[config.mk]
export PLATFORM = sky130hd
export DESIGN_NAME = seg_disp_ctrl
export DESIGN_NICKNAME = d
export VERILOG_FILES = /design/src/rtl/seg_pkg.sv /design/src/rtl/seg_hex_decode.sv /design/src/rtl/seg_disp_ctrl.sv
export SDC_FILE = /design/constraint.sdc
export NUM_CORES = 1
export LEC_CHECK = 0
export CORE_MARGIN = 4
export CORE_UTILIZATION = 45
export CTS_CLUSTER_DIAMETER = 40
export CTS_CLUSTER_SIZE = 28
export DETAILED_ROUTE_END_ITERATION = 10
export PLACE_DENSITY_LB_ADDON = 0.12
export SLEW_MARGIN = 20
export SYNTH_ARGS = -nofsm -noshare
export SYNTH_HDL_FRONTEND = slang
export SYNTH_SLANG_ARGS = --single-unit
export TNS_END_PERCENT = 100
[constraint.sdc]
create_clock -name clk -period 4.8 [get_ports clk]
set_input_delay 0.48 -clock clk [delete_from_list [all_inputs] [get_ports clk]]
set_output_delay 0.48 -clock clk [all_outputs]
set_load 0.05 [all_outputs]
[src/rtl/seg_pkg.sv]
// Shared constants for the seven-segment display controller: display modes
// and active-high segment patterns {a,b,c,d,e,f,g,dp}.
package seg_pkg;

  typedef enum logic [1:0] {
    MODE_STATIC = 2'd0,
    MODE_BLINK  = 2'd1,
    MODE_SCROLL = 2'd2,
    MODE_OFF    = 2'd3
  } mode_e;

  localparam logic [7:0] SEG_BLANK = 8'h00;

  // Entry n is the pattern for hex digit n.
  localparam logic [15:0][7:0] SEG_HEX = {
    8'h8E, 8'h9E, 8'h7A, 8'h9C, 8'h3E, 8'hEE, 8'hF6, 8'hFE,
    8'hE0, 8'hBE, 8'hB6, 8'h66, 8'hF2, 8'hDA, 8'h60, 8'hFC
  };

endpackage

[src/rtl/seg_hex_decode.sv]
// Combinational hex nibble to active-high segment pattern, with blanking
// and decimal point.
module seg_hex_decode
  import seg_pkg::*;
(
  input  logic [3:0] nibble,
  input  logic       blank,
  input  logic       dp,
  output logic [7:0] pattern
);

  always_comb begin
    pattern = SEG_BLANK;
    if (!blank) begin
      pattern = SEG_HEX[nibble] | {7'b0, dp};
    end
  end

endmodule

[src/rtl/seg_disp_ctrl.sv]
// N-digit registered seven-segment controller: buffered value, tick divider,
// static/blink/scroll/off modes, leading-zero blanking and output polarity.
module seg_disp_ctrl
  import seg_pkg::*;
#(
  parameter int unsigned N_DIGITS   = 6,
  parameter int unsigned CLK_DIV    = 5000000,
  parameter bit          ACTIVE_LOW = 1'b1
) (
  input  logic                  clk,
  input  logic                  rst,
  input  logic                  load,
  input  logic [4*N_DIGITS-1:0] value,
  input  logic [N_DIGITS-1:0]   dp_en,
  input  logic                  lz_en,
  input  logic [1:0]            mode,
  output logic [8*N_DIGITS-1:0] o_seg,
  output logic                  tick
);

  localparam int unsigned CW = $clog2(CLK_DIV);
  localparam int unsigned OW = $clog2(N_DIGITS);
  localparam logic [CW-1:0] CNT_MAX = CW'(CLK_DIV - 1);
  localparam logic [OW-1:0] OFF_MAX = OW'(N_DIGITS - 1);
  localparam logic [8*N_DIGITS-1:0] SEG_ALL_OFF = ACTIVE_LOW ? '1 : '0;

  logic [CW-1:0]         cnt_q, cnt_d;
  logic                  phase_q, phase_d;
  logic [OW-1:0]         offset_q, offset_d;
  logic [4*N_DIGITS-1:0] buf_q, buf_d;
  logic [N_DIGITS-1:0]   dp_q, dp_d;
  logic                  lz_q, lz_d;
  logic                  tick_q, tick_d;
  mode_e                 mode_q, mode_d;
  logic [8*N_DIGITS-1:0] seg_q, seg_d;

  logic [N_DIGITS-1:0]   lz_blank;
  logic [4*N_DIGITS-1:0] dig_nib;
  logic [N_DIGITS-1:0]   dig_blank;
  logic [N_DIGITS-1:0]   dig_dp;
  logic [8*N_DIGITS-1:0] dig_pat;

  // tick_q is high exactly while cnt_q sits at CNT_MAX, so it doubles as the
  // wrap flag. Phase and offset advance in every mode and are masked on
  // display; entering a mode always clears them, so the result is the same.
  always_comb begin
    buf_d = buf_q;
    dp_d  = dp_q;
    lz_d  = lz_q;
    if (load) begin
      buf_d = value;
      dp_d  = dp_en;
      lz_d  = lz_en;
    end
    mode_d   = mode_e'(mode);
    cnt_d    = (cnt_q == CNT_MAX) ? '0 : cnt_q + 1'b1;
    phase_d  = phase_q ^ tick_q;
    offset_d = offset_q;
    if (tick_q) begin
      offset_d = (offset_q == OFF_MAX) ? '0 : offset_q + 1'b1;
    end
    if (mode_d != mode_q) begin
      cnt_d    = '0;
      phase_d  = 1'b0;
      offset_d = '0;
    end
    tick_d = (cnt_d == CNT_MAX);
  end

  always_comb begin
    logic        seen;
    logic        all_blank;
    logic [OW-1:0] rot;
    int unsigned j;
    seen     = 1'b0;
    lz_blank = '0;
    for (int unsigned k = N_DIGITS - 1; k >= 1; k--) begin
      seen        = seen | (buf_q[4*k +: 4] != 4'h0);
      lz_blank[k] = lz_q & ~seen;
    end
    all_blank = (mode_q == MODE_OFF) || ((mode_q == MODE_BLINK) && phase_q);
    rot       = (mode_q == MODE_SCROLL) ? offset_q : '0;
    dig_nib   = '0;
    dig_blank = '0;
    dig_dp    = dp_q;
    j         = 0;
    for (int unsigned i = 0; i < N_DIGITS; i++) begin
      j = i + 32'(rot);
      if (j >= N_DIGITS) j = j - N_DIGITS;
      dig_nib[4*i +: 4] = buf_q[4*j +: 4];
      dig_blank[i]      = all_blank | lz_blank[j];
    end
  end

  for (genvar g = 0; g < N_DIGITS; g++) begin : g_dec
    seg_hex_decode u_dec (
      .nibble  (dig_nib[4*g +: 4]),
      .blank   (dig_blank[g]),
      .dp      (dig_dp[g]),
      .pattern (dig_pat[8*g +: 8])
    );
  end

  always_comb begin
    seg_d = ACTIVE_LOW ? ~dig_pat : dig_pat;
  end

  always_ff @(posedge clk) begin
    if (rst) begin
      cnt_q    <= '0;
      phase_q  <= 1'b0;
      offset_q <= '0;
      buf_q    <= '0;
      dp_q     <= '0;
      lz_q     <= 1'b0;
      tick_q   <= 1'b0;
      mode_q   <= mode_e'(mode);
      seg_q    <= SEG_ALL_OFF;
    end else begin
      cnt_q    <= cnt_d;
      phase_q  <= phase_d;
      offset_q <= offset_d;
      buf_q    <= buf_d;
      dp_q     <= dp_d;
      lz_q     <= lz_d;
      tick_q   <= tick_d;
      mode_q   <= mode_d;
      seg_q    <= seg_d;
    end
  end

  assign o_seg = seg_q;
  assign tick  = tick_q;

endmodule

; ---- After elaboration in Yosys (flattened, before gate mapping)
; Memories as Yosys holds them, arrays and structs flattened.
; Index checks and enable logic that the tools add are counted.
[classes]
addsub = 13
order_cmp = 18
n_eq_ne = 7
n_shift = 6
muxes = 34
n_bitwise = 28
reduce_logical = 8
[op_table]
columns = operator, count
row1 = 24-bit by 33-bit variable part select with 4-bit output, 6
row2 = 32-bit by 4-bit < comparator with 1-bit output (second input constant), 6
row3 = 32-bit two-way mux, 6
row4 = 8-bit two-way mux, 12
row5 = 48-bit inverter, 1
row6 = 8-bit by 1-bit bitwise OR with 8-bit output, 6
row7 = 23-bit equality test (second input constant), 2
row8 = 23-bit two-way mux, 2
row9 = 4-bit by 5-bit < comparator with 1-bit output (second input constant), 6
row10 = 4-bit by 3-bit subtractor with 5-bit output (second input constant), 5
row11 = 23-bit by 1-bit adder with 23-bit output (second input constant), 1
row12 = 4-bit by 3-bit greater-or-equal comparator with 1-bit output (second input constant), 5
row13 = 4-bit nonzero test, 5
row14 = 1-bit binary-select mux with 3-bit select, 6
row15 = 1-bit bitwise OR, 10
row16 = 2-bit by 3-bit adder with 4-bit output (first input constant), 2
row17 = 3-bit by 3-bit adder with 4-bit output (first input constant), 2
row18 = 1-bit two-way mux, 6
row19 = 3-bit two-way mux, 2
row20 = 1-bit AND, 5
row21 = 1-bit inverter, 5
row22 = 1-bit by 3-bit adder with 4-bit output (first input constant), 1
row23 = 2-bit equality test (second input constant), 2
row24 = 3-bit by 3-bit subtractor with 4-bit output (second input constant), 1
row25 = 9 further kinds, 9
[word_totals]
reg_bits = 109
rom_bits = 768
input_bits = 36
output_inout_bits = 49
elab_cells = 129
mem_count = 6
[mem_list]
columns = memory, depth, width, read_ports, rd_ports_with_merged_regs, write_ports, line_no
row1 = (no name shown), 16, 8, 1, 0, 0, seg_hex_decode.sv:15  ; pattern = SEG_HEX[nibble] | {7'b0, dp};
row2 = (no name shown), 16, 8, 1, 0, 0, seg_hex_decode.sv:15
row3 = (no name shown), 16, 8, 1, 0, 0, seg_hex_decode.sv:15
row4 = (no name shown), 16, 8, 1, 0, 0, seg_hex_decode.sv:15
row5 = (no name shown), 16, 8, 1, 0, 0, seg_hex_decode.sv:15
row6 = (no name shown), 16, 8, 1, 0, 0, seg_hex_decode.sv:15

; ---- Depth between registers and ports, before layout
[depth]
ltp_word = 12
depth_mapped = 20
ltp_nobuf = 17

; ---- Hierarchy
; A second synthesis with hierarchy kept.
[unflattened]
cells_unflattened = 843
area_unflattened_um2 = 7026.7
[by_module_without_submodules]
columns = mod, n_inst, cells_per_inst, area_each_um2, seq_area_each_um2
row1 = seg_disp_ctrl, 1, 619, 5343.9, 2182.1
row2 = seg_hex_decode (g_dec[2].u_dec ...), 4, 37, 280.3, 0.0
row3 = seg_hex_decode (g_dec[0].u_dec), 1, 38, 284.0, 0.0
row4 = seg_hex_decode (g_dec[1].u_dec), 1, 38, 277.8, 0.0

; ---- Worst setup path before layout
; OpenSTA, ideal clock, no wires.
[synth_timing]
path_type = reg2reg
start = reg offset_q[0]
end = reg seg_q[45], in the netlist o_seg[45]
setup_time_ps = 106
arrival_ps = 3552
required_time_ps = 4694
setup_slack_ps = 1142
path_stages_with_launch = 15
period_less_slack_ps = 3658
path_cell_list = dfxtp_1 buf_2 and3b_1 buf_2 buf_2 ha_1 buf_2 or4b_2 o221ai_4 mux2i_1 or2_2 inv_1 ha_1 or3_1 o311ai_0
[synth_between]
elab_chain_len = 10
[synth_lines]
columns = element, line_no
row1 = start: declaration, seg_disp_ctrl.sv:29  ; logic [OW-1:0] offset_q, offset_d;
row2 = start signal: assignment, seg_disp_ctrl.sv:122  ; offset_q <= offset_d;
row3 = 3-bit two-way mux (*), seg_disp_ctrl.sv:82  ; rot = (mode_q == MODE_SCROLL) ? offset_q : '0;
row4 = 3-bit by 3-bit adder with 4-bit output (*), seg_disp_ctrl.sv:88  ; j = i + 32'(rot);
row5 = 4-bit by 3-bit subtractor with 5-bit output or 4-bit by 3-bit greater-or-equal comparator with 1-bit output (tied branches), seg_disp_ctrl.sv:89  ; if (j >= N_DIGITS) j = j - N_DIGITS;
row6 = 32-bit two-way mux (*), seg_disp_ctrl.sv:89
row7 = 24-bit by 33-bit variable part select with 4-bit output, seg_disp_ctrl.sv:90  ; dig_nib[4*i +: 4] = buf_q[4*j +: 4];
row8 = memory read 16 x 8 bit, n/a
row9 = 8-bit two-way mux (implied by the code), seg_hex_decode.sv:15
row10 = 8-bit by 1-bit bitwise OR with 8-bit output, seg_hex_decode.sv:15
row11 = 8-bit two-way mux (*), seg_hex_decode.sv:14  ; if (!blank) begin
row12 = 48-bit inverter (*), seg_disp_ctrl.sv:105  ; seg_d = ACTIVE_LOW ? ~dig_pat : dig_pat;
row13 = end signal: assignment, seg_disp_ctrl.sv:128  ; seg_q <= seg_d;
row14 = end: declaration, seg_disp_ctrl.sv:35  ; logic [8*N_DIGITS-1:0] seg_q, seg_d;
; Every way passes the cells marked *; elsewhere a longest branch is shown, timed or not. The select of a mux whose other input is x is not followed.
; A chain may end at the register's enable or synchronous reset.

; ---- Worst setup path after layout
[layout_timing]
start = reg mode_q[1]
end = reg seg_q[47], in the netlist o_seg[47]
[layout_between]
elab_chain_len = 11
[layout_lines]
columns = element, line_no
row1 = start: declaration, seg_disp_ctrl.sv:34  ; mode_e mode_q, mode_d;
row2 = start signal: assignment, seg_disp_ctrl.sv:117  ; mode_q <= mode_e'(mode);
row3 = start signal: assignment, seg_disp_ctrl.sv:127  ; mode_q <= mode_d;
row4 = 2-bit equality test, seg_disp_ctrl.sv:82
row5 = 3-bit two-way mux, seg_disp_ctrl.sv:82
row6 = 3-bit by 3-bit adder with 4-bit output, seg_disp_ctrl.sv:88
row7 = 4-bit by 3-bit subtractor with 5-bit output or 4-bit by 3-bit greater-or-equal comparator with 1-bit output (tied branches), seg_disp_ctrl.sv:89
row8 = 32-bit two-way mux, seg_disp_ctrl.sv:89
row9 = 24-bit by 33-bit variable part select with 4-bit output, seg_disp_ctrl.sv:90
row10 = memory read 16 x 8 bit, n/a
row11 = 8-bit two-way mux (implied by the code), seg_hex_decode.sv:15
row12 = 8-bit by 1-bit bitwise OR with 8-bit output, seg_hex_decode.sv:15
row13 = 8-bit two-way mux (*), seg_hex_decode.sv:14
row14 = 48-bit inverter (*), seg_disp_ctrl.sv:105
; Marked as above.

==> impl_metrics.tcl <==
set metrics [dict create \
    synth_area_um2 6771 \
    clk-insertion-delay-late_ns 0.36 \
    period_minus_slack_ns 4.195 \
    worst_pin_slew_ns 0.9980 \
    clk_pin_slew_ns 0.08 \
    fin_hold_ws_ns 0.3839 \
    netSwitchingFraction_pct 29.98 \
    synth_top_area_share_pct 32.22 \
    cts_tree "done" \
    final_area_um2 7985 \
    maxSlewHeadroom_pct 33.15 \
    cts_resized 0 \
    setup_viol 0 \
    antenna_found_initial 0 \
    p_per_area_nw_per_um2 285.3 \
    drt-total-wl_um 16980 \
    hold_viol_final 0 \
    numClockSinks 109 \
    finalCritPeriodShare_pct 87.40 \
    min_path_type "flop to flop" \
    crit_path_end_kind "flop" \
    post-route-util_pct 54.53 \
    p_comb_share_pct 20.2 \
    insertedDiodeCount 0 \
    max_freq_mhz 238.4 \
    io_pins 85 \
    drv_slew 0 \
    multiInputGateArea_um2 4259 \
    path_buf_inv 3 \
    nets 939 \
    routed_via_density 5.663 \
    fin_skew_ns 0.006906 \
    clock_path_buffers 2 \
    dpl_cell_area_um2 7645 \
    chipHeight_um 130.7 \
    crit_fanout 13 \
    drcViolationCount 0 \
    cts_buffers 9 \
    routed-via-count 5940 \
    power_frac_clock_pct 36.6 \
    synth_area_leader_cell "dfxtp_1" \
    critPathTopFamily "simple AND/OR/NAND/NOR gates" \
    cp_slowest_stage_delay_ns 0.58 \
    cts_setup_buffers 0 \
    initial_utilization_pct 46.24 \
    path_cells "and3b_1, inv_2, ha_1, a21oi_1, mux2i_1, a2111o_1, mux2i_1, mux2i_1, or2_2, inv_1, ha_1, inv_1, or3_1, o2111ai_1" \
    critPathRequiredTime_ns 5.08 \
    fillers 1354 \
    syn_area_per_cell_um2 8.391 \
    rows 44 \
    fin_setup_tns_ns 0 \
    yosysUniqueCellTypes 76 \
    hold_buffers 0 \
    intPower_uw 1595 \
    ys_async_sr_fraction_pct 0 \
    yosys_warnings 0 \
    seqPwrFrac_pct 43.2 \
    critical_path_class "flop to flop" \
    wl_per_cell_um 16.18 \
    place_congestion 0.8785 \
    netlist_instances 807 \
    critPathSlowestCell "a2111o_1" \
    ys_ff_latch 109 \
    synth-seq-area-share_pct 32.22 \
    grt_pass1_wl_um 27520 \
    rsz0062_at_grt "no" \
    die_x_um 130.7 \
    syn_nets 886 \
    area_growth_pct 17.92 \
    synth_area_leaders "dfxtp_1 (32%), mux2i_1 (13%), ha_1 (7.9%), nor2_1 (5.8%), nand2_1 (4.2%)" \
    cts_root_buf "clkbuf_16" \
    first_iter_violations 424 \
    status "complete, no violations" \
    power_leakage_uw 0.003347 \
    grt_overflow 0 \
    numPortBuffers 84 \
    total_switching_power_uw 682.9 \
    grt_pass1_vias 5604 \
    synth_top_flop_cell "dfxtp_1" \
    postRouteAntennaNets 0 \
    cp-start-kind "flop" \
    max_cap_violations 0 \
    arrival_ns 4.48 \
    core_area_um2 14640 \
    dr.pass1.iters 6 \
    regArea_um2 2182 \
    dieArea_um2 17070 \
    grt_usage_pct 20.11 \
    synth_edf_count 0 \
    dp_hpwl_um 12760 \
    grt_max_degree 36 \
    htree_levels 3 \
    final_layout_size_suffix_gt1_share_pct 4.855 \
    irDropWorstVdd_v 0.0001695 \
    cp_common_cell "mux2i_1" \
]
## cells in the final DEF, fill, tap and decap left out, types with 17 or more instances in the layout
| master | count |
|---|---|
| dfxtp_1 | 109 |
| inv_1 | 31 |
| ha_1 | 43 |
| clkdlybuf4s50_1 | 83 |
| o21ai_0 | 34 |
| nor3_1 | 22 |
| xor2_1 | 17 |
| nand2_1 | 75 |
| mux2i_1 | 87 |
| nor2_1 | 104 |
| a21oi_1 | 32 |
## worst reg2reg max path: stages (launching register included)
cell	delay (ns)
dfxtp_1	0.49
and3b_1	0.46
inv_2	0.21
ha_1	0.27
a21oi_1	0.37
mux2i_1	0.14
a2111o_1	0.58
mux2i_1	0.22
mux2i_1	0.18
or2_2	0.39
inv_1	0.07
ha_1	0.20
inv_1	0.08
or3_1	0.37
o2111ai_1	0.09
## path summary, 6_finish.rpt
path / cells past startpoint / to / slack [ns] / start
worst max-delay path: 14 / o_seg[47] / 0.60 / mode_q[1]
worst min-delay path: 1 / o_seg[40] / 0.38 / dig_dp[5]
worst max register to register: 14 / o_seg[47] / 0.60 / mode_q[1]
worst min register to register: 1 / o_seg[40] / 0.38 / dig_dp[5]
## Yosys cell counts (8+ instances only)
cell,number
xor2_1,17
a31oi_1,10
a21oi_1,32
nor4_1,8
mux2i_1,87
nor3_1,22
o21ai_0,34
nand3_1,14
dfxtp_1,109
nand2b_1,8
clkbuf_1,25
o221ai_1,9
buf_2,12
xnor2_1,14
and2_1,10
nand4_1,9
nor2_1,104
inv_1,31
o211ai_1,13
and3_1,12
ha_1,43
nand2_1,75
## power by group through the flow
stage	combinational, uW	sequential [uW]	clock (uW)
global placement	453	1000	0
floorplan	194	1120	0
detailed placement	459	1000	0
global route	498	990	896
finish	461	983	834
CTS	461	984	864
## metrics by stage
stage | setup slack [ns] | total power, uW | instances
2_1_floorplan | 1.142 | 1314 | 807
3_3_place_gp | 0.6732 | 1455 | 1033
3_5_place_dp | 0.5518 | 1464 | 1033
4_1_cts | 0.5426 | 2309 | 1049
5_1_grt | 0.2674 | 2383 | 1049
6_report | 0.6047 | 2278 | 1049
## layer usage
metal  track usage (%)  up-vias  wire [um]
met2             32.48      144       7824
li1                  -     2971          -
met4             7.502        0        276
met3             3.902       17        889
met5                 0        -          0
met1             26.71     2808       7984
## cells by family after synthesis
family / Yosys count / synth area share (%)
compound gates: 152 / 15.47
xor+xnor: 32 / 4.250
fa+ha+maj: 43 / 7.945
buf+inv: 78 / 5.044
flops: 109 / 32.22
mux: 93 / 13.86
simple gates: 300 / 21.21
## sequential cells by signal (all words and copies together) (netlist names)
register  flops
tick          1
phase_q       1
mode_q        2
buf_q        24
lz_q          1
offset_q      3
dig_dp        6
o_seg        48
cnt_q        23
## layout make-up
cell class                 count  area share, %
multi-input combinational    620          53.34
sequential                   109          27.33
timing repair buffer          87          10.75
tap                          184          2.883
clock buffer                   9          2.820
inverter                      33          1.583
clock inverter                 7          1.301
Note: power is estimated with default switching activity, not from simulation.
